$ cat config.mk
export PLATFORM = sky130hd
export DESIGN_NAME = muldiv_sequencer
export DESIGN_NICKNAME = d
export VERILOG_FILES = /design/src/rtl/muldiv_sequencer.sv
export SDC_FILE = /design/constraint.sdc
export NUM_CORES = 1
export LEC_CHECK = 0
export CAP_MARGIN = 20
export CORE_MARGIN = 3
export CORE_UTILIZATION = 45
export CTS_CLUSTER_DIAMETER = 80
export DETAILED_ROUTE_END_ITERATION = 7
export PLACE_DENSITY_LB_ADDON = 0.15
export SLEW_MARGIN = 0
export SYNTH_ARGS = -nofsm -noshare
export SYNTH_HDL_FRONTEND = slang
export SYNTH_SLANG_ARGS = --single-unit
$ cat constraint.sdc
create_clock -name clock -period 5.8 [get_ports clock]
set_clock_uncertainty 0.05 [all_clocks]
set_input_delay 1.45 -clock clock [delete_from_list [all_inputs] [get_ports clock]]
set_output_delay 1.45 -clock clock [all_outputs]
set_load 0.02 [all_outputs]
$ cat src/rtl/muldiv_sequencer.sv
// Iterative RV32M multiply/divide unit with its sequencing FSM, for the EX stage.
// One operation is accepted from IDLE. It then iterates for 32 cycles, one bit per
// cycle, and presents a registered result for a single DONE cycle.
//
// Ports:
//   clock        - system clock, rising edge
//   reset        - synchronous, active-high reset
//   start        - ID/EX holds a valid M-extension instruction
//   funct3       - 000 MUL, 001 MULH, 010 MULHSU, 011 MULHU,
//                  100 DIV, 101 DIVU, 110 REM, 111 REMU
//   op_a, op_b   - rs1/rs2 values after forwarding
//   reg_rd_in    - destination register of the request
//   flush        - kill any in-flight operation
//   stall        - freeze PC, IF/ID and ID/EX
//   busy         - FSM is not IDLE
//   result_valid - result/reg_rd_out are valid this cycle
//   result       - operation result; held until the next completion
//   reg_rd_out   - destination register of the result
module muldiv_sequencer #(
  parameter int unsigned XLEN = 32
) (
  input  logic            clock,
  input  logic            reset,
  input  logic            start,
  input  logic [2:0]      funct3,
  input  logic [XLEN-1:0] op_a,
  input  logic [XLEN-1:0] op_b,
  input  logic [4:0]      reg_rd_in,
  input  logic            flush,
  output logic            stall,
  output logic            busy,
  output logic            result_valid,
  output logic [XLEN-1:0] result,
  output logic [4:0]      reg_rd_out
);

  localparam int unsigned CntW = $clog2(XLEN);

  typedef enum logic [1:0] {StIdle, StCalc, StDone} state_e;

  state_e                state_q, state_d;
  logic [CntW-1:0]       cnt_q, cnt_d;
  // Multiply: {product_hi, multiplier}; divide: {remainder, dividend/quotient}.
  logic [2*XLEN-1:0]     acc_q, acc_d;
  logic [XLEN-1:0]       divr_q, divr_d;   // multiplicand or divisor magnitude
  logic [2:0]            f3_q, f3_d;
  logic [4:0]            rd_q, rd_d;
  logic                  sa_q, sa_d;       // dividend / op_a was negative (signed use)
  logic                  neg_q, neg_d;     // operand signs differ
  logic                  bzero_q, bzero_d;
  logic [XLEN-1:0]       result_q, result_d;
  logic [4:0]            rd_out_q, rd_out_d;

  // Request decode and operand magnitudes.
  logic            sgn_a, sgn_b;
  logic [XLEN-1:0] abs_a, abs_b;

  always_comb begin
    sgn_a = 1'b0;
    sgn_b = 1'b0;
    unique case (funct3)
      3'b001, 3'b100, 3'b110: begin
        sgn_a = op_a[XLEN-1];
        sgn_b = op_b[XLEN-1];
      end
      3'b010:  sgn_a = op_a[XLEN-1];
      default: ;
    endcase
  end

  assign abs_a = sgn_a ? (~op_a + 1'b1) : op_a;
  assign abs_b = sgn_b ? (~op_b + 1'b1) : op_b;

  // One iteration step of each algorithm.
  logic [XLEN:0]     mul_sum;
  logic [2*XLEN-1:0] mul_next;
  logic [XLEN+1:0]   div_diff;
  logic [2*XLEN-1:0] div_next;
  logic [2*XLEN-1:0] step_next;

  assign mul_sum  = {1'b0, acc_q[2*XLEN-1:XLEN]} + (acc_q[0] ? {1'b0, divr_q} : '0);
  assign mul_next = {mul_sum, acc_q[XLEN-1:1]};

  // Restoring division: trial-subtract the divisor from the shifted remainder.
  assign div_diff = {1'b0, acc_q[2*XLEN-1:XLEN-1]} - {2'b00, divr_q};
  assign div_next = div_diff[XLEN+1] ? {acc_q[2*XLEN-2:0], 1'b0}
                                     : {div_diff[XLEN-1:0], acc_q[XLEN-2:0], 1'b1};

  assign step_next = f3_q[2] ? div_next : mul_next;

  // Sign fixups applied to the final step.
  logic [2*XLEN-1:0] prod_fix;
  logic [XLEN-1:0]   quo_fix, rem_fix, final_res;

  assign prod_fix = neg_q ? (~step_next + 1'b1) : step_next;
  assign quo_fix  = bzero_q ? '1
                  : (neg_q ? (~step_next[XLEN-1:0] + 1'b1) : step_next[XLEN-1:0]);
  assign rem_fix  = sa_q ? (~step_next[2*XLEN-1:XLEN] + 1'b1) : step_next[2*XLEN-1:XLEN];

  always_comb begin
    final_res = '0;
    unique case (f3_q)
      3'b000:                 final_res = prod_fix[XLEN-1:0];
      3'b001, 3'b010, 3'b011: final_res = prod_fix[2*XLEN-1:XLEN];
      3'b100, 3'b101:         final_res = quo_fix;
      default:                final_res = rem_fix;
    endcase
  end

  // Next-state logic.
  always_comb begin
    state_d  = state_q;
    cnt_d    = cnt_q;
    acc_d    = acc_q;
    divr_d   = divr_q;
    f3_d     = f3_q;
    rd_d     = rd_q;
    sa_d     = sa_q;
    neg_d    = neg_q;
    bzero_d  = bzero_q;
    result_d = result_q;
    rd_out_d = rd_out_q;
    unique case (state_q)
      StIdle: begin
        if (start && !flush) begin
          f3_d    = funct3;
          rd_d    = reg_rd_in;
          sa_d    = sgn_a;
          neg_d   = sgn_a ^ sgn_b;
          bzero_d = (op_b == '0);
          acc_d   = {{XLEN{1'b0}}, abs_a};
          divr_d  = abs_b;
          cnt_d   = '0;
          state_d = StCalc;
        end
      end
      StCalc: begin
        if (flush) begin
          state_d = StIdle;
        end else begin
          acc_d = step_next;
          cnt_d = cnt_q + 1'b1;
          if (cnt_q == CntW'(XLEN - 1)) begin
            result_d = final_res;
            rd_out_d = rd_q;
            state_d  = StDone;
          end
        end
      end
      StDone:  state_d = StIdle;
      default: state_d = StIdle;
    endcase
  end

  always_ff @(posedge clock) begin
    if (reset) begin
      state_q  <= StIdle;
      cnt_q    <= '0;
      acc_q    <= '0;
      divr_q   <= '0;
      f3_q     <= '0;
      rd_q     <= '0;
      sa_q     <= 1'b0;
      neg_q    <= 1'b0;
      bzero_q  <= 1'b0;
      result_q <= '0;
      rd_out_q <= '0;
    end else begin
      state_q  <= state_d;
      cnt_q    <= cnt_d;
      acc_q    <= acc_d;
      divr_q   <= divr_d;
      f3_q     <= f3_d;
      rd_q     <= rd_d;
      sa_q     <= sa_d;
      neg_q    <= neg_d;
      bzero_q  <= bzero_d;
      result_q <= result_d;
      rd_out_q <= rd_out_d;
    end
  end

  assign stall        = ((state_q == StIdle) && start && !flush) || (state_q == StCalc);
  assign busy         = (state_q != StIdle);
  assign result_valid = (state_q == StDone);
  assign result       = result_q;
  assign reg_rd_out   = rd_out_q;

endmodule

==> results of run 1 <==
==> path summary, 6_finish.rpt <==
kind                            startpoint  cells past startpoint          to
worst max-delay path            divr_q[15]                     17  result[30]
worst min-delay path            result[19]                      2  result[19]
worst max register to register  divr_q[15]                     17  result[30]
worst min register to register  result[19]                      2  result[19]
==> critical path, stage by stage, from the launching register on <==
cell,delay (ns)
dfxtp_1,0.47
inv_1,0.08
ha_1,0.39
and4_4,0.26
and2_4,0.14
a22o_4,0.26
o311ai_4,0.65
nand4_1,0.28
a31oi_2,0.49
ha_1,0.30
o31a_1,0.29
nand4_4,0.20
nor2_4,0.23
nand4_2,0.21
o41ai_2,0.43
xnor2_1,0.16
a22oi_1,0.10
a211oi_1,0.25
==> cells by family after synthesis <==
logic type	count (synthesis)	share of synthesized area, %
multiplexers	45	3.107
adder cells (fa/ha/maj)	72	6.096
buffers and inverters	189	5.172
XOR/XNOR	178	10.38
AND/OR/NAND/NOR	773	24.87
flip-flops	151	20.12
AO/OA/AOI/OAI	664	30.26
==> sequential cells by signal (all words and copies together), names as in the netlist <==
name,cells
acc_q,64
bzero_q,1
cnt_q,5
divr_q,32
f3_q,3
neg_q,1
rd_q,5
reg_rd_out,5
result,32
sa_q,1
state_q,2
==> power by group <==
part	leakage [uW]	internal [uW]	total [uW]	switching, uW
sequential	0.00123	1070	1130	51.6
clock	0.000287	647	1180	531
combinational	0.00501	406	1100	696
==> Yosys cell counts, types with 20 or more instances <==
master / instances
buf_2: 20
inv_1: 59
nor3_1: 43
clkbuf_1: 95
o211ai_1: 33
nand4_1: 22
nand2_1: 254
a211oi_1: 49
xnor2_1: 89
o31ai_1: 38
mux2i_1: 32
dfxtp_1: 151
or3_1: 25
a21oi_1: 181
nor2_1: 230
a21o_1: 27
xor2_1: 89
nand3_1: 31
o21ai_0: 125
and2_1: 44
a22oi_1: 28
ha_1: 70
==> cells in the final DEF (no fill, tap or decap), types with 8 or more instances in the layout <==
cell	count
nand2b_1	17
a311oi_1	15
mux2i_1	32
o221ai_1	11
nand2_1	254
buf_4	59
mux2_2	13
and2_1	44
o211ai_1	33
nand3_1	31
xnor2_1	89
and3_1	14
a22oi_1	28
a211oi_1	49
or4_1	8
a31oi_1	17
nand4_1	22
or3_1	25
clkbuf_16	17
o21ai_0	125
ha_1	70
xor2_1	89
nor3b_1	10
nor2_1	228
a21o_1	27
o21bai_1	8
o41ai_1	8
nor4_1	14
clkdlybuf4s50_1	114
o21ai_1	12
o31ai_1	38
dfxtp_1	150
or2_2	10
a221oi_1	11
nor3_1	43
a21oi_1	181
nor2b_1	13
inv_1	59
==> stage by stage <==
step	cells	worst slack [ns]	cell area [sq um]	utilization (%)	power (uW)
4_1_cts	2591	0.5670	17250	52.74	3397
5_1_grt	2591	0.1800	17250	52.74	3560
3_5_place_dp	2559	0.6154	16650	50.91	2224
2_1_floorplan	2072	1.318	15020	-	1854
6_report	2591	0.4636	17250	52.74	3406
3_3_place_gp	2558	0.6194	16640	50.89	2217
==> metal layers <==
| layer | vias to the layer above | wire [um] |
|---|---|---|
| met2 | 714 | 23530 |
| li1 | 7678 | - |
| met3 | 83 | 5068 |
| met5 | - | 0 |
| met1 | 7587 | 26150 |
| met4 | 0 | 1503 |
==> layout make-up <==
| class | instances | area, sq um |
|---|---|---|
| Fill cell | 3343 | 15460 |
| Tap cell | 442 | 553.0 |
| Clock buffer | 18 | 429.2 |
| Timing Repair Buffer | 174 | 1604 |
| Sequential cell | 151 | 3027 |
| Clock inverter | 14 | 166.4 |
| Inverter | 60 | 225.2 |
| Multi-Input combinational cell | 1732 | 11240 |
==> results.toml, run 1 <==
[run_status]
outcome = "completed"

[worst_setup_path]
critPathCaptureType = "flop"
cp-start-kind = "flop"
path_max_fanout = 13
crit_type = "reg2reg"
worstPathRequired_ns = 6.12
r2r_slack_ns = 0.46
crit_arrival_ns = 5.66

[synth]
synth_ff_type = "dfxtp_1"
synth_area_sq_mm = 0.01502
avgSynthCellArea_sq_um = 7.251
yosys.area.top_type = "dfxtp_1"
synth_area_leaders = "dfxtp_1 20%, nand2_1 6.3%, a21oi_1 6.0%, ha_1 5.8%, nor2_1 5.7%"
ys_ff_latch = 151
synth_edf_count = 0
syn_nets = 2220
synth-async-reset-ratio_pct = 0
synth-warning-count = 0
yosysSeqAreaShare_pct = 20.12
synthCells = 2072
synth_cell_type_count = 100
synth_top_area_share_pct = 20.12

[timing]
whs_ns = 0.3837
worstMarginPinSlew_ns = 1.090
timing.setup.tns_ns = 0
timing.fmax_ghz = 0.1874
finalHoldViolations = 0
slew_viol_final = 0
rsz0062_at_grt = "no"
finalCritPeriodShare_pct = 92.01
setup_viol = 0
max_slew_margin_pct = 27.14
min_period_ns = 5.336

[clock_tree]
post_cts_buffers = 0
cts_hold_buf = 0
cts_buffer_depth = 2
cts_tree = "built"
cts_resized = 0
clock_sinks = 151
clock_latency_ns = 0.46
h-tree-depth = 4
cts_root_buf = "clkbuf_16"
cts_buffers = 17
clk_pin_slew_ns = 0.07

[power]
peakVddDrop_mv = 0.2211
p_leak_uw = 0.006530
pwr_density_cell_mw_per_mm2 = 197.5

[routing]
drc = 0
wire_per_inst_um = 21.71
vias = 16060
drt_iter0_drc = 1682
route.antenna.remaining_nets = 0
wl_mm = 56.24
first_pass_iters = 8
viasPerCell = 6.199

[placed_design]
place.gp.congestion = 1.021
io_buffers = 115
hpwl_mm = 43.76

[grt]
grt-ovfl-total = 0
grt_max_degree = 66
use_met3_pct = 6.307
grt_antenna_before_repair = 0
grt-busiest-layer = "met2"
use_met1_pct = 44.76
grt_first_pass_wirelength_mm = 86.71
first_global_vias = 14820
use_met2_pct = 46.18
grt_usage_pct = 30.91

[floorplanning]
rows = 66
die_h_um = 188.7
start_util_pct = 45.94
ios = 116
coreArea_sq_mm = 0.03270
fp.dieW_um = 188.7
floorplan.die_area_sq_mm = 0.03561

[finish]
n_antenna_cell = 0
drive_above_1_share_pct = 8.004
area_growth_pct = 14.79
nNetsFinal = 2284

[min_path]
hold_path_class = "reg2reg"

[job]
maxCapViolCount = 0
No activity file was read; power rests on OpenSTA's default activity.
==> inputs of run 2 (changes only) <==
- CORE_MARGIN: 3 -> 1.5
==> run 2 against run 1 <==
Maximum frequency fell by 4.4%. Clock power barely moved. Worst hold slack better by 0.0020 ns. Global-route usage increased by 2.8 points. Critical path depth unchanged. Setup slack got worse by 0.25 ns. Sequential power is essentially flat. Cell count down 0.19%. Critical path type unchanged. Critical endpoint unchanged.
==> results.toml, run 2 (same netlist as run 1, synthesis figures left out) <==
[worst_setup_path]
worstPathRequired_ns = 6.13
crit_chain = "inv_1 > ha_1 > nand2_1 > o211ai_1 > nand3_1 > a21oi_2 > o31ai_1 > a31oi_2 > ha_1 > o31a_1 > nand4_4 > nor2_4 > nand4_2 > o41ai_2 > xnor2_1 > a22oi_1 > a211oi_1"
slowest_delay_ns = 0.72
path_max_fanout = 13
regToRegStartpoint = "divr_q[19]"
crit_type = "reg2reg"
crit_slowest_cell = "a21oi_2"
cp-start-kind = "flop"
critPathCaptureType = "flop"
crit_path_start = "divr_q[19]"
crit_path_frequent_cell = "ha_1"
crit_arrival_ns = 5.91

[job]
maxCapViolCount = 0

[power]
pwr_density_cell_mw_per_mm2 = 198.2
peakVddDrop_mv = 0.2271
p_leak_uw = 0.006494

[finish]
final_cell_mix = "254 x nand2_1, 228 x nor2_1, 181 x a21oi_1"
n_antenna_cell = 0
largest_reg_flops = 64
final_common_cell = "nand2_1"
final_util_pct = 52.54
stdcell_area_sq_mm = 0.01718
nNetsFinal = 2279
area_growth_pct = 14.36
num-fill-cells = 3321
fin_cells = 2586
drive_above_1_share_pct = 7.836
regMostFlops = "acc_q"

[grt]
grt_max_degree = 73
grt_usage_pct = 33.66
grt_antenna_before_repair = 0
grt_first_pass_wirelength_mm = 88.34
grt-ovfl-total = 0
first_global_vias = 14880

[clock_tree]
cts_buffers = 17
cts_tree = "built"
h-tree-depth = 4
cts_buffer_depth = 2
cts_resized = 0
clock_latency_ns = 0.46
clk_pin_slew_ns = 0.08
cts_hold_buf = 0
post_cts_buffers = 0
clock_sinks = 151
cts_root_buf = "clkbuf_16"

[routing]
drc = 0
wl_mm = 58.26
first_pass_iters = 8
route.antenna.remaining_nets = 0
vias = 16350
viasPerCell = 6.321
wire_per_inst_um = 22.53
drt_iter0_drc = 2037

[timing]
slew_viol_final = 0
max_slew_margin_pct = 35.66
finalHoldViolations = 0
finalCritPeriodShare_pct = 96.28
worstMarginPinSlew_ns = 0.9606
timing.fmax_ghz = 0.1791
timing.setup.tns_ns = 0
min_period_ns = 5.584
setup_viol = 0
rsz0062_at_grt = "no"

[placed_design]
dpl_cell_area_sq_mm = 0.01660
post-place-cells = 2554
io_buffers = 115
place.gp.congestion = 1.019
hpwl_mm = 44.69

[floorplanning]
die_h_um = 185.7
coreArea_sq_mm = 0.03270
ios = 116
fp.dieW_um = 185.7
rows = 66
floorplan.die_area_sq_mm = 0.03449
start_util_pct = 45.94

[min_path]
hp-start = "result[19]"
hold_path_class = "reg2reg"

[run_status]
outcome = "completed"
==> run 2: critical path: cells and delay by family, from the launching register on <==
family	cells	cell delay (ns)
xor+xnor	1	0.16
flops	1	0.36
buf+inv	1	0.06
compound gates	8	3.00
fa+ha+maj	2	0.79
simple gates	5	1.07
==> run 2: metrics by stage <==
step	hold WS (ns)	power [uW]	setup WS, ns
after floorplan	0.3821	1854	1.318
after CTS	0.3925	3379	0.4234
after global routing	0.4210	3539	0.06577
after detailed placement	0.3817	2234	0.4746
final	0.3856	3405	0.2159
after global placement	0.3791	2230	0.4983
==> run 2: cell type report <==
cell class / instances / area (sq um) / area share, %
repair buffers: 169 / 1554 / 9.045
clock buffers: 17 / 425.4 / 2.476
multi-input cells: 1732 / 11240 / 65.43
well taps: 442 / 553.0 / 3.219
inverters: 60 / 225.2 / 1.311
flip-flops and latches: 151 / 3027 / 17.62
clock inverters: 15 / 155.1 / 0.9031
==> run 2: final timing paths <==
check | endpoint | slack, ns | cells past startpoint
setup reg to reg | result[30] | 0.22 | 17
hold reg to reg | result[19] | 0.39 | 2
hold / removal | result[19] | 0.39 | 2
setup / recovery | result[30] | 0.22 | 17
==> run 2: power breakdown <==
part | switching, uW | leakage, uW | total (uW) | internal [uW]
clock network | 581 | 0.000284 | 1160 | 576
registers | 48.7 | 0.00123 | 1120 | 1070
logic | 723 | 0.00498 | 1120 | 402
==> run 2: layer usage <==
metal,global-route usage (%),part of all wire (%),vias up
met5,0,0,-
met3,7.102,10,109
met2,48.24,41,869
met1,49.07,46,7697
li1,-,-,7670
met4,11.77,3.1,0
==> patch: new RTL, flow settings as in run 1 <==
The parameter `XLEN` goes from 32 to 16.
--- a/src/rtl/muldiv_sequencer.sv
+++ b/src/rtl/muldiv_sequencer.sv
@@ -17,7 +17,7 @@
 //   result       - operation result; held until the next completion
 //   reg_rd_out   - destination register of the result
 module muldiv_sequencer #(
-  parameter int unsigned XLEN = 32
+  parameter int unsigned XLEN = 16
 ) (
   input  logic            clock,
   input  logic            reset,
Ports: changed (resized op_a, op_b and result); port bits go from 116 to 68. The function was not compared with the original's and may differ.
==> patch against run 1 <==
Power fell by 48%. Sequential cell count decreased by 65. Final area shrank 49%. Highest routed layer unchanged. Synthesized area decreased by 49%. Register-to-register slack better by 760 ps. Setup slack improved by 470 ps. Wire length fell by 60%. Global-route usage down 6.6 points. Worst hold slack improved by 6.0 ps.
==> patch: results (changes against run 1) <==
[synthesis]
synth.area.top_cells = dfxtp_1 23%, ha_1 6.1%, nand2_1 5.7%
synthMuxAreaShare_pct = 3.80  ; +0.70 points
yosysUniqueCellTypes = 77  ; -23%
synth_fa_ha_area_share_pct = 6.62  ; +0.52 points
synthXorXnorAreaFrac_pct = 9.22  ; -1.2 points
synth_compound_area_share_pct = 29.7  ; -0.60 points

[pwr]
power_frac_seq_pct = 36.1  ; +3.0 points
power.density_nw_per_um2 = 203  ; +2.9%
clk-power_mw = 0.625  ; -47%
netSwitchingFraction_pct = 34.7  ; -2.8 points
leakagePower_nw = 3.39  ; -48%

[global_routing]
gr-usage-met1_pct = 36.8  ; -7.9 points
use_met3_pct = 3.74  ; -2.6 points
grt_use_total_pct = 24.3  ; -6.6 points
grt_pass1_wl_mm = 35.8  ; -59%
grt_pass1_vias = 6655  ; -55%
grt_max_degree = 79  ; +20%

[drt]
wire_per_inst_um = 17.8  ; -18%
vias = 7488  ; -53%
m1WireLength_mm = 11.3  ; -57%
drt_iter0_drc = 833  ; -50%
met2_length_mm = 9.47  ; -60%

[cts]
htreeDepth = 3  ; -1
clk_latency_ps = 360  ; -100 ps

[setup_path]
crit_fanout = 17  ; +4
crit_family = buffers and inverters
cpMaxStageDelayCell = or3b_2

[place]
dp_hpwl_mm = 16.7  ; -62%
portBuffers = 67  ; -42%
gp_congestion = 0.911  ; -11%

[timing]
worstMarginPinSlew_ps = 1100  ; +10.7 ps

[status]
outcome = finished clean

[finish]
fin_nets = 1122  ; -51%
largest_reg_flops = 32  ; -50%

[patch: cell families (layout without fill, tap and decap cells)]
| group | count (synthesis) | in the layout |
|---|---|---|
| and+or+nand+nor | 365 | 365 |
| AOI/OAI and AO/OA | 315 | 315 |
| buffers and inverters | 91 | 132 |
| DFF | 86 | 86 |
| xor gates and xnor gates | 80 | 80 |
| adders and majority gates | 39 | 39 |
| muxes | 27 | 27 |
[patch: worst reg2reg max path, cell delays in order, from the launching register on]
cell and delay [ps]:
dfxtp_1 420, inv_1 70, ha_1 370, a21oi_1 300, o21ai_2 170, a221oi_4 430, and2_1 300, nand2_1 80
o21ai_0 210, ha_1 280, nand3_1 110, or4_1 480, nor3_1 240, nand2_1 140, o31ai_1 260, xor2_1 170
o221ai_1 120, o211ai_1 140, a21oi_1 80
[patch: area by class of cell]
class / instances / area, um^2
fillers: 1648 / 7500
multi-input cells: 826 / 5540
flip-flops and latches: 86 / 1720
repair buffers: 79 / 756
well taps: 216 / 270
clock buffers: 10 / 239
inverters: 37 / 139
clock inverters: 6 / 67.6
[patch: through the flow]
step           utilization [%]  setup slack [ps]  cells  cell area [um^2]  hold slack (ps)
2_1_floorplan                -              1870   1003              7600              382
3_3_place_gp              51.9               956   1243              8420              379
3_5_place_dp              51.9               931   1243              8420              384
4_1_cts                   53.7               931   1259              8720              393
5_1_grt                   53.8               839   1260              8730              405
6_report                  53.8               938   1260              8730              390
[patch: path summary, 6_finish.rpt]
check	from	to	slack (ps)	cells past startpoint
setup / recovery	flush	stall	940	4
hold reg to reg	result[13]	result[13]	390	2
hold / removal	result[13]	result[13]	390	2
setup reg to reg	divr_q[12]	result[4]	1220	18
